## src/rtl/ctrl_pkg.sv

```systemverilog
// Shared decode constants, opcode classification and the registered control bundle
// for the RV32I-subset control unit.
package ctrl_pkg;

    localparam int ALU_W = 4;

    localparam logic [6:0] OP_R      = 7'b0110011;
    localparam logic [6:0] OP_I      = 7'b0010011;
    localparam logic [6:0] OP_LOAD   = 7'b0000011;
    localparam logic [6:0] OP_STORE  = 7'b0100011;
    localparam logic [6:0] OP_BRANCH = 7'b1100011;

    localparam logic [6:0] F7_ZERO = 7'b0000000;
    localparam logic [6:0] F7_ALT  = 7'b0100000;

    localparam logic [ALU_W-1:0] ALU_AND = 4'b0000;
    localparam logic [ALU_W-1:0] ALU_OR  = 4'b0001;
    localparam logic [ALU_W-1:0] ALU_ADD = 4'b0010;
    localparam logic [ALU_W-1:0] ALU_SLL = 4'b0011;
    localparam logic [ALU_W-1:0] ALU_SRL = 4'b0100;
    localparam logic [ALU_W-1:0] ALU_XOR = 4'b0101;
    localparam logic [ALU_W-1:0] ALU_SUB = 4'b0110;

    localparam logic [1:0] MEM_SIZE_BYTE = 2'b00;
    localparam logic [1:0] MEM_SIZE_HALF = 2'b01;
    localparam logic [1:0] MEM_SIZE_WORD = 2'b10;

    typedef enum logic [2:0] {
        CLS_NONE   = 3'd0,
        CLS_R      = 3'd1,
        CLS_I      = 3'd2,
        CLS_LOAD   = 3'd3,
        CLS_STORE  = 3'd4,
        CLS_BRANCH = 3'd5
    } op_class_t;

    typedef struct packed {
        logic             reg_write;
        logic [ALU_W-1:0] alu_control;
        logic             alu_src;
        logic             mem_read;
        logic             mem_write;
        logic             mem_to_reg;
        logic             branch;
        logic             branch_ne;
        logic [1:0]       mem_size;
        logic             illegal;
    } ctrl_t;

    function automatic op_class_t classify(input logic [6:0] opcode);
        case (opcode)
            OP_R:      return CLS_R;
            OP_I:      return CLS_I;
            OP_LOAD:   return CLS_LOAD;
            OP_STORE:  return CLS_STORE;
            OP_BRANCH: return CLS_BRANCH;
            default:   return CLS_NONE;
        endcase
    endfunction

endpackage

```

## src/rtl/control_unit_alu_decoder.sv

```systemverilog
// ALU operation select and legality check from opcode class plus funct3/funct7.
// SUB and SRL/SRLI are only legal when CONTROL_UNIT_SUB_SRL_EN is defined.
module alu_decoder
    import ctrl_pkg::*;
(
    input  op_class_t        i_op_class,
    input  logic [2:0]       i_funct3,
    input  logic [6:0]       i_funct7,
    output logic [ALU_W-1:0] o_alu_control,
    output logic             o_illegal
);

`ifdef CONTROL_UNIT_SUB_SRL_EN
    localparam bit SUB_SRL_EN = 1'b1;
`else
    localparam bit SUB_SRL_EN = 1'b0;
`endif

    logic [ALU_W-1:0] w_alu;
    logic             w_bad;
    logic             w_f7_zero;
    logic             w_f7_alt;

    assign w_f7_zero = (i_funct7 == F7_ZERO);
    assign w_f7_alt  = (i_funct7 == F7_ALT);

    always_comb begin
        w_alu = ALU_AND;
        w_bad = 1'b0;
        case (i_op_class)
            CLS_R: begin
                case (i_funct3)
                    3'b000: begin
                        if (w_f7_zero)                    w_alu = ALU_ADD;
                        else if (w_f7_alt && SUB_SRL_EN)  w_alu = ALU_SUB;
                        else                              w_bad = 1'b1;
                    end
                    3'b110: begin w_alu = ALU_OR;  w_bad = !w_f7_zero; end
                    3'b111: begin w_alu = ALU_AND; w_bad = !w_f7_zero; end
                    3'b100: begin w_alu = ALU_XOR; w_bad = !w_f7_zero; end
                    3'b001: begin w_alu = ALU_SLL; w_bad = !w_f7_zero; end
                    3'b101: begin w_alu = ALU_SRL; w_bad = !(w_f7_zero && SUB_SRL_EN); end
                    default: w_bad = 1'b1;
                endcase
            end
            CLS_I: begin
                // funct7 only matters for the shift-immediate forms
                case (i_funct3)
                    3'b000: w_alu = ALU_ADD;
                    3'b110: w_alu = ALU_OR;
                    3'b111: w_alu = ALU_AND;
                    3'b100: w_alu = ALU_XOR;
                    3'b001: begin w_alu = ALU_SLL; w_bad = !w_f7_zero; end
                    3'b101: begin w_alu = ALU_SRL; w_bad = !(w_f7_zero && SUB_SRL_EN); end
                    default: w_bad = 1'b1;
                endcase
            end
            CLS_LOAD, CLS_STORE: begin
                w_alu = ALU_ADD;
                w_bad = !(i_funct3 == 3'b000 || i_funct3 == 3'b001 || i_funct3 == 3'b010);
            end
            CLS_BRANCH: begin
                w_alu = ALU_SUB;
                w_bad = !(i_funct3 == 3'b000 || i_funct3 == 3'b001);
            end
            default: w_bad = 1'b1;
        endcase
    end

    assign o_alu_control = w_bad ? ALU_AND : w_alu;
    assign o_illegal     = w_bad;

endmodule

```

## src/rtl/control_unit.sv

```systemverilog
// Main decoder for the RV32I-subset datapath: opcode-class decode plus one output register.
// Optional SUB/SRL decode is enabled by defining CONTROL_UNIT_SUB_SRL_EN.
module control_unit
    import ctrl_pkg::*;
#(
    parameter int ALU_CTRL_W = ALU_W
) (
    input  logic                  clk,
    input  logic                  rst_n,
    input  logic [6:0]            opcode,
    input  logic [2:0]            funct3,
    input  logic [6:0]            funct7,
    output logic                  reg_write,
    output logic [ALU_CTRL_W-1:0] alu_control,
    output logic                  alu_src,
    output logic                  mem_read,
    output logic                  mem_write,
    output logic                  mem_to_reg,
    output logic                  branch,
    output logic                  branch_ne,
    output logic [1:0]            mem_size,
    output logic                  illegal
);

    op_class_t        w_class;
    logic [ALU_W-1:0] w_alu_control;
    logic             w_illegal;
    ctrl_t            w_ctrl;
    ctrl_t            r_ctrl;

    assign w_class = classify(opcode);

    alu_decoder u_alu_decoder (
        .i_op_class    (w_class),
        .i_funct3      (funct3),
        .i_funct7      (funct7),
        .o_alu_control (w_alu_control),
        .o_illegal     (w_illegal)
    );

    always_comb begin
        w_ctrl             = '0;
        w_ctrl.alu_control = w_alu_control;
        case (w_class)
            CLS_R: begin
                w_ctrl.reg_write = 1'b1;
            end
            CLS_I: begin
                w_ctrl.reg_write = 1'b1;
                w_ctrl.alu_src   = 1'b1;
            end
            CLS_LOAD: begin
                w_ctrl.reg_write  = 1'b1;
                w_ctrl.alu_src    = 1'b1;
                w_ctrl.mem_read   = 1'b1;
                w_ctrl.mem_to_reg = 1'b1;
                w_ctrl.mem_size   = funct3[1:0];
            end
            CLS_STORE: begin
                w_ctrl.alu_src   = 1'b1;
                w_ctrl.mem_write = 1'b1;
                w_ctrl.mem_size  = funct3[1:0];
            end
            CLS_BRANCH: begin
                w_ctrl.branch    = 1'b1;
                w_ctrl.branch_ne = (funct3 == 3'b001);
            end
            default: ;
        endcase
        // an illegal encoding must never leak any enable downstream
        if (w_illegal) begin
            w_ctrl         = '0;
            w_ctrl.illegal = 1'b1;
        end
    end

    always_ff @(posedge clk or negedge rst_n) begin
        if (!rst_n) r_ctrl <= '0;
        else        r_ctrl <= w_ctrl;
    end

    assign reg_write   = r_ctrl.reg_write;
    assign alu_control = ALU_CTRL_W'(r_ctrl.alu_control);
    assign alu_src     = r_ctrl.alu_src;
    assign mem_read    = r_ctrl.mem_read;
    assign mem_write   = r_ctrl.mem_write;
    assign mem_to_reg  = r_ctrl.mem_to_reg;
    assign branch      = r_ctrl.branch;
    assign branch_ne   = r_ctrl.branch_ne;
    assign mem_size    = r_ctrl.mem_size;
    assign illegal     = r_ctrl.illegal;

endmodule

```

## config.mk

```make
export PLATFORM = sky130hd
export DESIGN_NAME = control_unit
export DESIGN_NICKNAME = d
export VERILOG_FILES = /design/src/rtl/ctrl_pkg.sv /design/src/rtl/control_unit_alu_decoder.sv /design/src/rtl/control_unit.sv
export SDC_FILE = /design/constraint.sdc
export NUM_CORES = 1
export LEC_CHECK = 0
export CAP_MARGIN = 20
export CORE_ASPECT_RATIO = 0.8
export CORE_UTILIZATION = 39
export CTS_CLUSTER_SIZE = 24
export DETAILED_ROUTE_END_ITERATION = 8
export PLACE_DENSITY = 0.84
export SYNTH_ARGS = -nofsm -noshare
export SYNTH_HDL_FRONTEND = slang
export SYNTH_SLANG_ARGS = --single-unit
```

## constraint.sdc

```tcl
create_clock -name clk -period 0.8 [get_ports clk]
set_input_delay 0.12 -clock clk [delete_from_list [all_inputs] [get_ports clk]]
set_output_delay 0.12 -clock clk [all_outputs]
set_load 0.01 [all_outputs]
```

Word-level counts from Yosys, hierarchy flattened. Index checks and enable logic that the tools add are counted.

Register bits: 14. Word-level logic and storage cells: 54. Output and inout bits: 14. Bits of input ports: 19.

Equality and inequality tests: 16. Muxes and demuxes: 16. Reduce and logical (&&, ||, !) cells: 12.

Operators by type and width (count): $pmux 3 s5 (2); $pmux 4 s5 (1); $eq 3x3->1 const B (6); $pmux 4 s4 (1); $eq 7x6->1 const B (2); $mux 14 (1); $eq 3x2->1 const B (3); $reduce_or 4->1 (2); $eq 7x2->1 const B (1); $eq 7x5->1 const B (1); $eq 7x7->1 const B (1); $logic_not 7->1 (1); $eq 3x1->1 const B (2); $mux 2 (3); $reduce_or 3->1 (2); $mux 1 (5); $pmux 1 s2 (2); $pmux 1 s4 (1); $logic_not 1->1 (3); $logic_not 3->1 (1); $logic_or 1x1->1 (2); $reduce_or 2->1 (1).

Longest topological paths before layout.
Word-level depth: 6. Depth in mapped cells: 6. Gate-level depth less buffers: 4.

Hierarchy. A second synthesis with hierarchy kept.

Cell total of the unflattened synthesis: 70. Area total of the unflattened synthesis: 739.5 µm².

Modules (own cells, without submodules): control_unit (seq. area each 325.3 µm², area an instance 520.5 µm², times used 1, cells an instance 37); alu_decoder (seq. area each 0.0 µm², area an instance 219.0 µm², times used 1, cells an instance 33).

Least setup slack after synthesis. No wires, ideal clock.

Path kind: input to register. Start: input port funct7[2]. End: register r_ctrl, in the netlist illegal. Required time: 0.676 ns. Setup time: 0.124 ns. Buffers on the path: 1. Arrival time: 1.264 ns. Stages: 5. Slack: -0.588 ns. Cell sequence: nor4_4 -> o2111ai_1 -> a311o_1 -> buf_6 -> or2_1.

Longest elaborated chain between the ends: 5. Elaborated cells on any way between the ends: 7. Classes of those cells: mux: 5; reduce/logical: 2.

RTL lines: from (decl) (RTL line control_unit.sv:12) `input logic [6:0] funct7,`; $logic_not 7->1 (*) (RTL line control_unit_alu_decoder.sv:24) `assign w_f7_zero = (i_funct7 == F7_ZERO);`; $mux 1 / $logic_not 1->1 (equally long branches); $pmux 1 s2, on equally long branches (RTL line control_unit_alu_decoder.sv:32, control_unit_alu_decoder.sv:48); $pmux 1 s4 (*) (RTL line control_unit_alu_decoder.sv:30) `case (i_op_class)`; via u_alu_decoder.o_illegal (RTL line control_unit_alu_decoder.sv:10) `output logic o_illegal`; $mux 14 (*) (RTL line control_unit.sv:71) `if (w_illegal) begin`; to (signal assigned) (RTL line control_unit.sv:79) `else r_ctrl <= w_ctrl;`; to (decl) (RTL line control_unit.sv:29) `ctrl_t r_ctrl;`.

Mark *: on every way through the listed nets, which the timed path passes. The rest lies on a longest branch.

==> implementation parameters <==
Parameter                              Value

Outcome
  Result of the run    finished with violations
  Violations in the final reports    setup timing

Synthesis
  Total nets after synthesis    86
  Post-synthesis cell area    675.6 µm²
  Sequential element share of the synthesized area    44.44%
  Post-synth EDFFs    0
  Most frequently used cell type in the post-synthesis netlist    sky130_fd_sc_hd__dfrtp_1
  Gate count after technology mapping    67
  Number of distinct library cell variants in the gate-level netlist after synthesis    33
  Share of async-settable or async-resettable flops after synthesis    100.0%
  Top cells by area in the synthesized netlist    sky130_fd_sc_hd__dfrtp_1, sky130_fd_sc_hd__a2111oi_2, sky130_fd_sc_hd__nor3_1
  Post-synth top area cell    sky130_fd_sc_hd__dfrtp_1
  Synth Flop Type    sky130_fd_sc_hd__dfrtp_1
  Number of warnings reported in the yosys synthesis log    0
  Post-Syn Area per Cell    10.08 µm²
  Post-synth top cells    sky130_fd_sc_hd__dfrtp_1, sky130_fd_sc_hd__nand2_1, sky130_fd_sc_hd__nor2_1, sky130_fd_sc_hd__nor3_1
  Share of the synthesized area in the top cell type    44.44%
  FF+latch count, synth    12

Global route
  GR Overflow Total    0
  Number of global-route vias before repair    788
  Largest net degree at the start of global routing    13
  Wire length of the first global-routing pass    3567 µm
  Total Routing Usage GR    26.73%
  Initial antenna violation count    0

Cells and area
  Synthesis-to-finish area growth    90.55%
  Diode count    0
  Number of nets in the layout    144
  Number of fill cells    109
  Total area of multi-input combinational cells    475.5 µm²
  Area taken by flip-flops and latches    300.3 µm²
  Fraction of layout instances using a drive strength above 1    62.10%

Drt
  Violation count after the first detailed-route iteration    18
  Via total after detailed routing    805
  Post-DR wirelength/cell    16.73 µm
  Post-Route WL    2443 µm
  Per-cell via count in the routed design    5.514
  Antenna-violating nets left    0
  Number of design rule violations left after detail routing    0
  Number of optimization iterations in the first detailed-route pass    4

Hold path
  Min-delay worst type    input pin to asynchronous set/reset pin

CTS
  Clock transition at the registers of the reported paths    0.07 ns
  Clock root buffer    sky130_fd_sc_hd__clkbuf_4
  Cts hold-fix bufs    0
  Longest Clk Path Bufs    2
  Number of buffers added by the clock tree synthesis step    3
  Number of sinks driven by the clock tree    12
  CTS H-tree depth    1
  Clock tree from TritonCTS    built

Die
  I/O pin total    33
  Initial core utilization    41.54%
  Height of the chip    39.23 µm
  Area of the die    1904 µm²
  CORE AREA    1627 µm²
  Row count    13
  Die extent in x    48.54 µm

Timing
  Unrepaired setup endpoints after global routing    yes
  Count of endpoints failing hold in the final timing report    0
  Tmin final    1.280 ns
  Minimum hold slack    0.1672 ns
  Number of slew-limit violations in the final report    0
  Final critical-path share of the clock period    159.9%
  TNS Setup    -5.593 ns
  Final critical-path setup slack    -0.4796 ns
  Fmax achieved    0.7815 GHz
  Number of endpoints failing setup at the final stage    24

Critical path
  Kind of start point of the critical path    input pin
  Biggest fanout along the worst timing path    4
  Signal arrival time at the worst endpoint    1.45 ns
  Path type of the worst setup path    input pin to register
  Slowest-stage cell, CP    sky130_fd_sc_hd__a2111oi_4
  Number of stages on the worst setup path    6
  Critical Path Max Stage Delay    0.30 ns
  Worst path top cell family by delay    compound AO/OA/AOI/OAI gates
  Worst setup EP type    register
  Critical path data required time    0.97 ns
  Buffering stage count on the worst path with inverters included    2
  Series of cell instances along the critical path    dlygate4sd2_1 -> nor3_4 -> nand4_1 -> a31o_2 -> buf_6 -> a2111oi_4

Power
  Sw Pwr    389.1 µW
  Areal power density over the cells    1131 nW/µm²
  Leakage power of the design    0.5837 nW
  Switch share    26.72%
  Clock group share of total power    33.0%
  Peak supply drop    0.7176 mV
  Fraction of power consumed by combinational cells    25.1%
  Internal    1.067 mW
  Flop pwr share    41.9%

Placed design
  Detail Placement HPWL    1409 µm
  Port bufs    31
  Weighted congestion reported at the end of routability-driven placement    0.8356

Flow run
  MaxCap Viol Count    0
[logic make-up after synthesis]
logic type             share of synthesized area (%)
other                                         0.5550
DFF                                            44.44
AOI/OAI and AO/OA                              17.04
buffers and inverters                          7.406
and+or+nand+nor                                30.56
[stage by stage]
stage               utilization (%)  instance area, µm²  setup slack, ns  total power, mW  cells
floorplan                         -               716.9          -0.4990           0.7148     67
global placement              72.54                1180           -1.027           0.9277    136
detailed placement            72.54                1180           -1.069           0.9380    136
CTS                           79.23                1289          -0.4382            1.440    145
global route                  79.15                1287          -0.4918            1.511    146
finish                        79.15                1287          -0.4796            1.456    146
[sequential cells by signal, summed over array words and instances (netlist names)]
| signal | cells |
|---|---|
| alu_src | 1 |
| reg_write | 1 |
| branch_ne | 1 |
| branch | 1 |
| mem_write | 1 |
| illegal | 1 |
| alu_control | 3 |
| mem_size | 2 |
| mem_read | 1 |
[layer usage]
layer	global-route usage (%)	vias up	share of wire (%)
met5	0	-	0
met4	12.50	0	1.3
met3	7.451	4	4.8
met2	51.06	30	53
met1	28.50	413	40
li1	-	358	-
[timing repair]
action,CTS,global route
endpoints found under the setup margin,25,25
cloned,1,0
buffers inserted,4,1
resized for setup,110,19
pin swaps,10,12
[worst max path at each step]
stage          startpoint  endpoint  slack, ns
3_5_place_dp    funct7[6]   illegal      -1.07
4_1_cts         funct7[2]   illegal      -0.44
5_1_grt         funct7[1]   alu_src      -0.49
6_report        funct7[1]   alu_src      -0.48
3_3_place_gp    funct7[6]   illegal      -1.03
2_1_floorplan   funct7[6]   illegal      -0.50
[final cells by class]
cell class              instances  area share, %
clock buffers                   4          2.818
inverters                       3         0.8746
multi-input cells              48          36.93
flip-flops and latches         12          23.32
well taps                      22          2.138
repair buffers                 57          33.92
[power groups by stage]
| stage | sequential, mW | clock, mW | combinational (mW) |
|---|---|---|---|
| floorplan | 0.624 | 0 | 0.0909 |
| global placement | 0.622 | 0 | 0.306 |
| detailed placement | 0.622 | 0 | 0.316 |
| CTS | 0.610 | 0.489 | 0.342 |
| global route | 0.610 | 0.516 | 0.385 |
| finish | 0.610 | 0.480 | 0.366 |
[layout by cell type, fill, tap and decap left out, drive strengths merged, types with 2 or more instances in the layout]
master / instances
buf: 45
dfrtp: 12
clkbuf: 10
nor3: 6
nand2: 5
nor2: 5
nor4: 4
inv: 3
a2111oi: 3
dlygate4sd2: 3
a21oi: 2
a311o: 2
or3: 2
nor2b: 2
o21ai: 2
nand2b: 2
clkdlybuf4s15: 2
Power figures use the tool's default switching activity.
